<file path="config.mk">
export PLATFORM = sky130hd
export DESIGN_NAME = cnn_window_gen_flat
export DESIGN_NICKNAME = d
export VERILOG_FILES = /design/src/rtl/cnn_pkg.sv /design/src/rtl/cnn_window_gen_if.sv /design/src/rtl/cnn_line_buffer.sv /design/src/rtl/cnn_window_gen.sv /design/src/flat_wrapper.sv
export SDC_FILE = /design/constraint.sdc
export NUM_CORES = 1
export LEC_CHECK = 0
export ABC_AREA = 1
export ABC_CLOCK_PERIOD_IN_PS = 8000
export CAP_MARGIN = 30
export CORE_MARGIN = 1
export CORE_UTILIZATION = 50
export CTS_CLUSTER_DIAMETER = 50
export CTS_CLUSTER_SIZE = 20
export DETAILED_ROUTE_END_ITERATION = 10
export PLACE_DENSITY_LB_ADDON = 0.05
export SYNTH_ARGS = -nofsm -noshare
export SYNTH_HDL_FRONTEND = slang
export SYNTH_SLANG_ARGS = --single-unit
</file>
<file path="constraint.sdc">
create_clock -name CLK -period 8 [get_ports CLK]
set_input_delay 1.2 -clock CLK [delete_from_list [all_inputs] [get_ports CLK]]
set_output_delay 1.2 -clock CLK [all_outputs]
set_load 0.01 [all_outputs]
</file>
<file path="src/rtl/cnn_pkg.sv">
// cnn_pkg: shared image/window geometry and the KxK window packing used by simpleCNN.
package cnn_pkg;
  localparam int IMG_W = 28;
  localparam int IMG_H = 28;
  localparam int K = 5;
  localparam int PW = 8;
  localparam int CW = 5;
  localparam int WW = K * K * PW;
  typedef logic [PW-1:0] pix_t;
  function automatic int win_idx(input int k, input int l);
    return k * K + l;
  endfunction
endpackage

</file>
<file path="src/rtl/cnn_window_gen_if.sv">
// cnn_window_gen_if: pixel-in and window-out handshakes of the window generator.
interface cnn_window_gen_if;
  import cnn_pkg::*;
  logic PIX_VALID;
  logic PIX_READY;
  pix_t PIX_DATA;
  logic WIN_VALID;
  logic WIN_READY;
  logic [WW-1:0] WIN;
  logic [CW-1:0] X;
  logic [CW-1:0] Y;
  logic FRAME_DONE;
  modport master(output PIX_VALID, PIX_DATA, WIN_READY,
                 input PIX_READY, WIN_VALID, WIN, X, Y, FRAME_DONE);
  modport slave(input PIX_VALID, PIX_DATA, WIN_READY,
                output PIX_READY, WIN_VALID, WIN, X, Y, FRAME_DONE);
endinterface

</file>
<file path="src/rtl/cnn_line_buffer.sv">
// cnn_line_buffer: one image row of delay; dout is the pixel written DEPTH enables ago.
module cnn_line_buffer
  import cnn_pkg::*;
#(
  parameter int DEPTH = IMG_W,
  parameter int W = PW
) (
  input  logic         CLK,
  input  logic         RST,
  input  logic         en,
  input  logic [W-1:0] din,
  output logic [W-1:0] dout
);
  localparam int AW = $clog2(DEPTH);
  logic [W-1:0] mem [DEPTH];
  logic [AW-1:0] ptr;
  assign dout = mem[ptr];
  always_ff @(posedge CLK)
    if (en) mem[ptr] <= din;
  always_ff @(posedge CLK or posedge RST)
    if (RST) ptr <= '0;
    else if (en) ptr <= (ptr == AW'(DEPTH - 1)) ? '0 : ptr + 1'b1;
endmodule

</file>
<file path="src/rtl/cnn_window_gen.sv">
// cnn_window_gen: builds every KxK window of a raster pixel stream using K-1 line buffers.
module cnn_window_gen
  import cnn_pkg::*;
(
  input logic CLK,
  input logic RST,
  cnn_window_gen_if.slave b
);
  logic en;
  logic acc;
  logic emit;
  logic [CW-1:0] col;
  logic [CW-1:0] row;
  logic [WW-1:0] win;
  pix_t tap [K];
  pix_t sr [K][K];
  assign b.PIX_READY = en && (!b.WIN_VALID || b.WIN_READY);
  assign acc = b.PIX_VALID && b.PIX_READY;
  assign emit = acc && row >= CW'(K - 1) && col >= CW'(K - 1);
  assign tap[0] = b.PIX_DATA;
  // tap[j] is the pixel j rows above the incoming one, same column
  for (genvar i = 0; i < K - 1; i++) begin : g_lb
    cnn_line_buffer lb (.CLK(CLK), .RST(RST), .en(acc), .din(tap[i]), .dout(tap[i+1]));
  end
  for (genvar k = 0; k < K; k++) begin : g_row
    for (genvar l = 0; l < K; l++) begin : g_col
      assign win[win_idx(k, l)*PW +: PW] = sr[k][l];
    end
  end
  assign b.WIN = win;
  // the shift register only moves on accept, so it doubles as the held output window
  always_ff @(posedge CLK or posedge RST)
    if (RST) begin
      en <= 1'b0;
      col <= '0;
      row <= '0;
      sr <= '{default: '0};
      b.WIN_VALID <= 1'b0;
      b.X <= '0;
      b.Y <= '0;
      b.FRAME_DONE <= 1'b0;
    end else begin
      en <= 1'b1;
      b.FRAME_DONE <= b.WIN_VALID && b.WIN_READY &&
                      b.X == CW'(IMG_W - K) && b.Y == CW'(IMG_H - K);
      b.WIN_VALID <= emit || (b.WIN_VALID && !b.WIN_READY);
      if (emit) begin
        b.X <= col - CW'(K - 1);
        b.Y <= row - CW'(K - 1);
      end
      if (acc) begin
        col <= (col == CW'(IMG_W - 1)) ? '0 : col + 1'b1;
        if (col == CW'(IMG_W - 1)) row <= (row == CW'(IMG_H - 1)) ? '0 : row + 1'b1;
        for (int k = 0; k < K; k++) begin
          for (int l = 0; l < K - 1; l++) sr[k][l] <= sr[k][l+1];
          sr[k][K-1] <= tap[K-1-k];
        end
      end
    end
endmodule

</file>
<file path="src/flat_wrapper.sv">
// flat-port wrapper written by rule: the top's interface ports become plain ports
module cnn_window_gen_flat import cnn_pkg::*;
  (CLK, RST, b_PIX_VALID, b_PIX_DATA, b_WIN_READY, b_PIX_READY, b_WIN_VALID, b_WIN, b_X, b_Y, b_FRAME_DONE);
  cnn_window_gen_if b_i ();
  input logic CLK;
  input logic RST;
  input wire logic [$bits(b_i.PIX_VALID)-1:0] b_PIX_VALID;
  input wire logic [$bits(b_i.PIX_DATA)-1:0] b_PIX_DATA;
  input wire logic [$bits(b_i.WIN_READY)-1:0] b_WIN_READY;
  output wire logic [$bits(b_i.PIX_READY)-1:0] b_PIX_READY;
  output wire logic [$bits(b_i.WIN_VALID)-1:0] b_WIN_VALID;
  output wire logic [$bits(b_i.WIN)-1:0] b_WIN;
  output wire logic [$bits(b_i.X)-1:0] b_X;
  output wire logic [$bits(b_i.Y)-1:0] b_Y;
  output wire logic [$bits(b_i.FRAME_DONE)-1:0] b_FRAME_DONE;
  assign b_i.PIX_VALID = b_PIX_VALID;
  assign b_i.PIX_DATA = b_PIX_DATA;
  assign b_i.WIN_READY = b_WIN_READY;
  assign b_PIX_READY = b_i.PIX_READY;
  assign b_WIN_VALID = b_i.WIN_VALID;
  assign b_WIN = b_i.WIN;
  assign b_X = b_i.X;
  assign b_Y = b_i.Y;
  assign b_FRAME_DONE = b_i.FRAME_DONE;
  cnn_window_gen u_core (.CLK(CLK), .RST(RST), .b(b_i));
endmodule
</file>
## Word-level counts from Yosys, hierarchy flattened

Memory sizes are Yosys's and may differ from the RTL's. A register that Yosys moved wholly into a read port is not among the register bits.
Cells that the tools add are included.

| word-level totals | value |
|---|---|
| input bits | 12 |
| memories kept | 4 |
| register bits after elaboration | 235 |
| word-level logic and storage cells | 78 |
| memory bits (writable) | 896 |
| output and inout port bits | 213 |

| operators by class | value |
|---|---|
| muxes and demuxes | 8 |
| reduce and logical (&&, ||, !) cells | 13 |
| eq/ne operators | 8 |
| magnitude comparators | 2 |
| $add $sub $neg | 8 |

Memories:

| name | words | width | read ports | clocked after memory_dff | write ports | RTL line | text |
|---|---|---|---|---|---|---|---|
| u_core.g_lb[0].lb.mem | 28 | 8 | 1 | 0 | 1 | cnn_line_buffer.sv:15 | `logic [W-1:0] mem [DEPTH];` |
| u_core.g_lb[1].lb.mem | 28 | 8 | 1 | 0 | 1 | cnn_line_buffer.sv:15 |  |
| u_core.g_lb[2].lb.mem | 28 | 8 | 1 | 0 | 1 | cnn_line_buffer.sv:15 |  |
| u_core.g_lb[3].lb.mem | 28 | 8 | 1 | 1 | 1 | cnn_line_buffer.sv:15 |  |

Operators by type and width:

| operator | count |
|---|---|
| 5-bit == test, second input constant | 8 |
| 5-bit by 1-bit adder with 5-bit output, second input constant | 6 |
| 5-bit two-way mux | 6 |
| 5-bit by 3-bit greater-or-equal comparator with 1-bit output, second input constant | 2 |
| 5-bit by 3-bit subtractor with 5-bit output, second input constant | 2 |
| 1-bit logical AND | 8 |
| 1-bit zero test | 2 |
| 1-bit logical OR | 2 |
| 1-bit two-way mux | 2 |
| 2-bit AND reduction | 1 |

## Logic depth before layout (Yosys ltp)

| depth | value |
|---|---|
| word-level depth | 7 |
| gate-level depth with buffers | 13 |
| mapped depth without buffers | 11 |

## Modules after synthesis

Synthesis repeated with hierarchy kept, for this count alone.

| second synthesis, totals | value |
|---|---|
| cells, all modules | 5121 |
| area total of the unflattened synthesis | 49786.5 um^2 |

Modules (own cells, without submodules):

| module | times used | seq. area each (um^2) | cells each | area an instance (um^2) |
|---|---|---|---|---|
| cnn_line_buffer | 4 | 6851.6 | 1049 | 10262.3 |
| cnn_window_gen | 1 | 5580.4 | 925 | 8737.1 |

## Least setup slack after synthesis

OpenSTA, ideal clock, no wires.

| timing path | value |
|---|---|
| path type | input to register |
| from | in b_WIN_READY |
| to | mem u_core.g_lb[0].lb.mem[7][0] in the netlist's numbering, enable pin |
| path slack | 5075 ps |
| setup time | 383 ps |
| stages on the path | 7 |
| path buffers | 2 |
| data arrival time | 2542 ps |
| required time | 7617 ps |
| path through | inv_1 -> nand2_1 -> and2_1 -> nand2_2 -> buf_2 -> buf_2 -> nor3_1 |

| on the way | value |
|---|---|
| longest elaborated chain between the ends | 5 |

RTL lines:

| element | RTL line | text |
|---|---|---|
| start, declared | flat_wrapper.sv:9 | `input wire logic [$bits(b_i.WIN_READY)-1:0] b_WIN_READY;` |
| 1-bit logical OR | cnn_window_gen.sv:17 | `assign b.PIX_READY = en && (!b.WIN_VALID \|\| b.WIN_READY);` |
| 1-bit logical AND | cnn_window_gen.sv:17 |  |
| net b_PIX_READY | flat_wrapper.sv:10 | `output wire logic [$bits(b_i.PIX_READY)-1:0] b_PIX_READY;` |
| 1-bit logical AND | cnn_window_gen.sv:18 | `assign acc = b.PIX_VALID && b.PIX_READY;` |
| 1-bit two-way mux | cnn_line_buffer.sv:19 | `if (en) mem[ptr] <= din;` |
| 1-bit two-way mux (not written as such) | cnn_line_buffer.sv:19 |  |
| end, declared | cnn_line_buffer.sv:15 |  |

The timed path passes the listed nets, and every way through them passes these cells.

## Worst setup path in the final report

| timing path | value |
|---|---|
| from | in b_WIN_READY |
| to | reg u_core.b.Y[1] |

| on the way | value |
|---|---|
| longest elaborated chain between the ends | 5 |

RTL lines:

| element | RTL line | text |
|---|---|---|
| 1-bit logical OR | cnn_window_gen.sv:17 |  |
| 1-bit logical AND | cnn_window_gen.sv:17 |  |
| 1-bit logical AND | cnn_window_gen.sv:18 |  |
| 1-bit logical AND (2 in a row) | cnn_window_gen.sv:19 | `assign emit = acc && row >= CW'(K - 1) && col >= CW'(K - 1);` |
| end signal, assigned | cnn_window_gen.sv:49 | `b.Y <= row - CW'(K - 1);` |
| end, declared | cnn_window_gen_if.sv:16 | `output PIX_READY, WIN_VALID, WIN, X, Y, FRAME_DONE);` |

No other way between the ends.
A chain may end at the register's enable or synchronous reset.

==> reports/qor.yml <==
sta:
  finalHoldViolations: 0
  fin_setup_tns_ns: 0
  relSlewSlack: 0.338
  setup_violations: 0
  rsz0062_at_grt: "false"
  fmax_mhz: 235
  hold_ws_ns: 0.479
  tightest_slew_ns: 0.993
  min_period_ns: 4.25
  min_period_over_period: 0.531
  fin_worst_skew_ns: 0.0346
  report.final.slew_viol_count: 0
critical_path:
  path_buf_inv: 4
  path_cells: "clkdlybuf4s50_1, inv_1, nand2_1, and2_1, nand2_8, inv_8, buf_4, nand3_1, nand2_1, o21ai_1"
  critPathRequiredTime_ns: 8.55
  crit_family: "simple AND/OR/NAND/NOR gates"
  rr_startpoint: "u_core.g_lb[0].lb.ptr[0]"
  crit_path_start_kind: "primary input"
  cpPeakStageDelay_ns: 0.68
  crit_type: "in2reg"
  crit_start: "b_WIN_READY"
  cp_max_fo: 93
  cpMostUsedCell: "nand2_1"
  slowest_stage: "nand3_1"
  cp.arrival_ns: 4.80
  end_kind: "flip-flop"
synthesis:
  synth_area_leader_cell: "edfxtp_1"
  synth-seq-area-share: 0.677
  yosys_warnings: 0
  synth-edff-count: 896
  syn_avg_cell_area_um2: 9.85
  synthCells: 4947
  synth_area_leaders: "edfxtp_1, nand2_1, dfrtp_1"
  synth_top_cell_area_share: 0.552
  syn-num-nets: 4987
  synthTopCellsByCount: "nand2_1, edfxtp_1, inv_1"
  ys.flop_type: "edfxtp_1"
  yosysMostFrequentCell: "nand2_1"
  synth-seq-cells: 1139
  ys_async_sr_fraction: 0.213
  syn-cell-area_um2: 48700
  netlist-cell-type-count: 32
cells_and_area:
  fillers: 8381
  syn_to_final_growth_pct: 14.8
  final_layout_size_suffix_gt1_frac: 0.0599
  n_antenna_cell: 0
  nNetsFinal: 5156
clock_tree:
  post_cts_resized: 0
  cts_sinks: 1139
  cts_tree: "built"
  cts_root_buf: "clkbuf_16"
  cts_hold_buf: 0
  clock_latency_ns: 0.71
  clkTransAtPathRegs_ns: 0.07
  cts-buffers-inserted: 120
  cts_max_level: 3
  cts_setup_buffers: 0
  clk_path_buf_depth: 3
die:
  num_rows: 114
  io_pins: 225
  coreArea_um2: 96600
  dieArea_um2: 98700
  start_util: 0.505
  die_w_um: 314
  die_h_um: 314
power:
  p_switching_mw: 8.49
  swShare: 0.384
  p_int_mw: 13.6
  peakVddDrop_mv: 0.282
  power_leakage_nw: 24.7
  combPwrFrac: 0.328
  p_per_area_nw_per_um2: 395
  p_clk_frac: 0.263
  pwr-share-seq: 0.409
detailed_routing:
  viasPerCell: 5.04
  drtIter0Drc: 2726
  drt_first_pass_iters: 6
  drcViolationCount: 0
  drt-wirelength-per-cell_um: 19.4
  vias: 32700
  antenna_left: 0
  routed_wl_mm: 126
global_route:
  grt_max_degree: 136
  grt_usage: 0.257
  grt_pass1_vias: 31900
  grt-ovfl-total: 0
  grt_pass1_wl_mm: 192
  antenna_found_initial: 2
run_status:
  status: "complete, no violations"
place:
  portBuffers: 224
  place_congestion: 0.840
  hpwl_mm: 76.4
min_path:
  hp-start: "u_core.b.WIN[5]"
  hp-class: "reg2reg"
run:
  maxCapViolCount: 0
## kinds of logic (layout without fill, tap and decap cells)
kind of cell             count (synthesis)  after routing  share of synthesized area
AND/OR/NAND/NOR                       2825           2825                      0.228
adder cells (fa/ha/maj)                 28             28                    0.00719
XOR/XNOR                                 4              4                   0.000719
AO/OA/AOI/OAI                          147            147                     0.0151
other                                    1              1                  0.0000770
flip-flops                            1139           1139                      0.677
buffers and inverters                  803           1079                     0.0718
## routing by layer
metal,track usage,vias to the layer above,share of wire
met3,0.0540,177,0.075
li1,-,16000,-
met1,0.361,15500,0.44
met5,0,-,0
met2,0.405,1067,0.46
met4,0.0732,0,0.023
## final cells by class
| class | count | area [µm²] | area share |
|---|---|---|---|
| repair buffers | 262 | 2570 | 0.0460 |
| multi-input cells | 3005 | 12300 | 0.220 |
| clock buffers | 136 | 3200 | 0.0572 |
| well taps | 1276 | 1600 | 0.0285 |
| clock inverters | 93 | 1030 | 0.0185 |
| inverters | 588 | 2230 | 0.0399 |
| flip-flops and latches | 1139 | 33000 | 0.590 |
## cell usage in the layout, fill, tap and decap left out, types with 3 or more instances in the layout
cell             count
nand2_1           2219
edfxtp_1           896
inv_1              572
nand3_1            289
nor2_1             269
dfrtp_1            235
clkdlybuf4s50_1    216
clkbuf_16          124
o21ai_0             73
a21oi_1             38
o21ai_1             35
buf_4               30
ha_1                28
inv_6               21
inv_8               15
clkinvlp_4          15
nor3_1              14
clkinv_2            11
nand3_2             10
clkinv_8            10
clkinv_4            10
buf_2               10
bufinv_16            9
inv_2                8
clkinv_1             7
nand2_2              7
clkbuf_1             7
clkbuf_8             5
nor3_2               4
nand4_1              4
buf_12               4
dfrtp_4              4
dfrtp_2              4
inv_4                3
nor3_4               3
nor2_2               3
## sequential cells by signal, summed over array words and instances (netlist names)
signal	count
u_core.b.WIN_VALID	1
u_core.row	5
u_core.b.FRAME_DONE	1
u_core.b.Y	5
u_core.b.X	5
u_core.g_lb.lb.mem	896
u_core.g_lb.lb.ptr	20
u_core.en	1
u_core.col	5
u_core.b.WIN	200
## worst paths after layout
| path | endpoint | slack, ns | depth (start not counted) |
|---|---|---|---|
| max | u_core.b.Y[1] | 3.75 | 10 |
| min | u_core.b.WIN[5] | 0.48 | 2 |
| max reg2reg | u_core.g_lb[1].lb.mem[9][3] | 4.04 | 9 |
| min reg2reg | u_core.b.WIN[5] | 0.48 | 2 |
| max in group asynchronous | u_core.g_lb[3].lb.ptr[0] | 5.55 | 3 |
| min in group asynchronous | u_core.b.WIN[189] | 0.99 | 2 |
## stage by stage
stage | area, µm² | power [mW] | setup WS (ns) | utilization | instances
after floorplan | 48700 | 12.8 | 0.127 | - | 4947
after detailed placement | 51700 | 16.5 | 2.92 | 0.535 | 6269
after global placement | 51600 | 16.4 | 2.94 | 0.534 | 6263
after CTS | 55900 | 22.3 | 3.67 | 0.579 | 6498
final | 55900 | 22.1 | 3.75 | 0.579 | 6499
after global routing | 55900 | 23.2 | 3.39 | 0.579 | 6499
## worst min-delay path, cell delays in order, from the launching register on
cell     delay [ns]
dfrtp_1        0.34
nand2_1        0.05
nand2_1        0.05
## power by group through the flow
stage	registers (mW)	logic, mW	clock network [mW]
2_1_floorplan	8.95	3.85	0
4_1_cts	9.04	7.33	5.91
5_1_grt	9.12	7.97	6.14
3_3_place_gp	9.18	7.19	0
3_5_place_dp	9.14	7.31	0
6_report	9.04	7.25	5.82
Note: power is estimated with default switching activity, not from simulation.
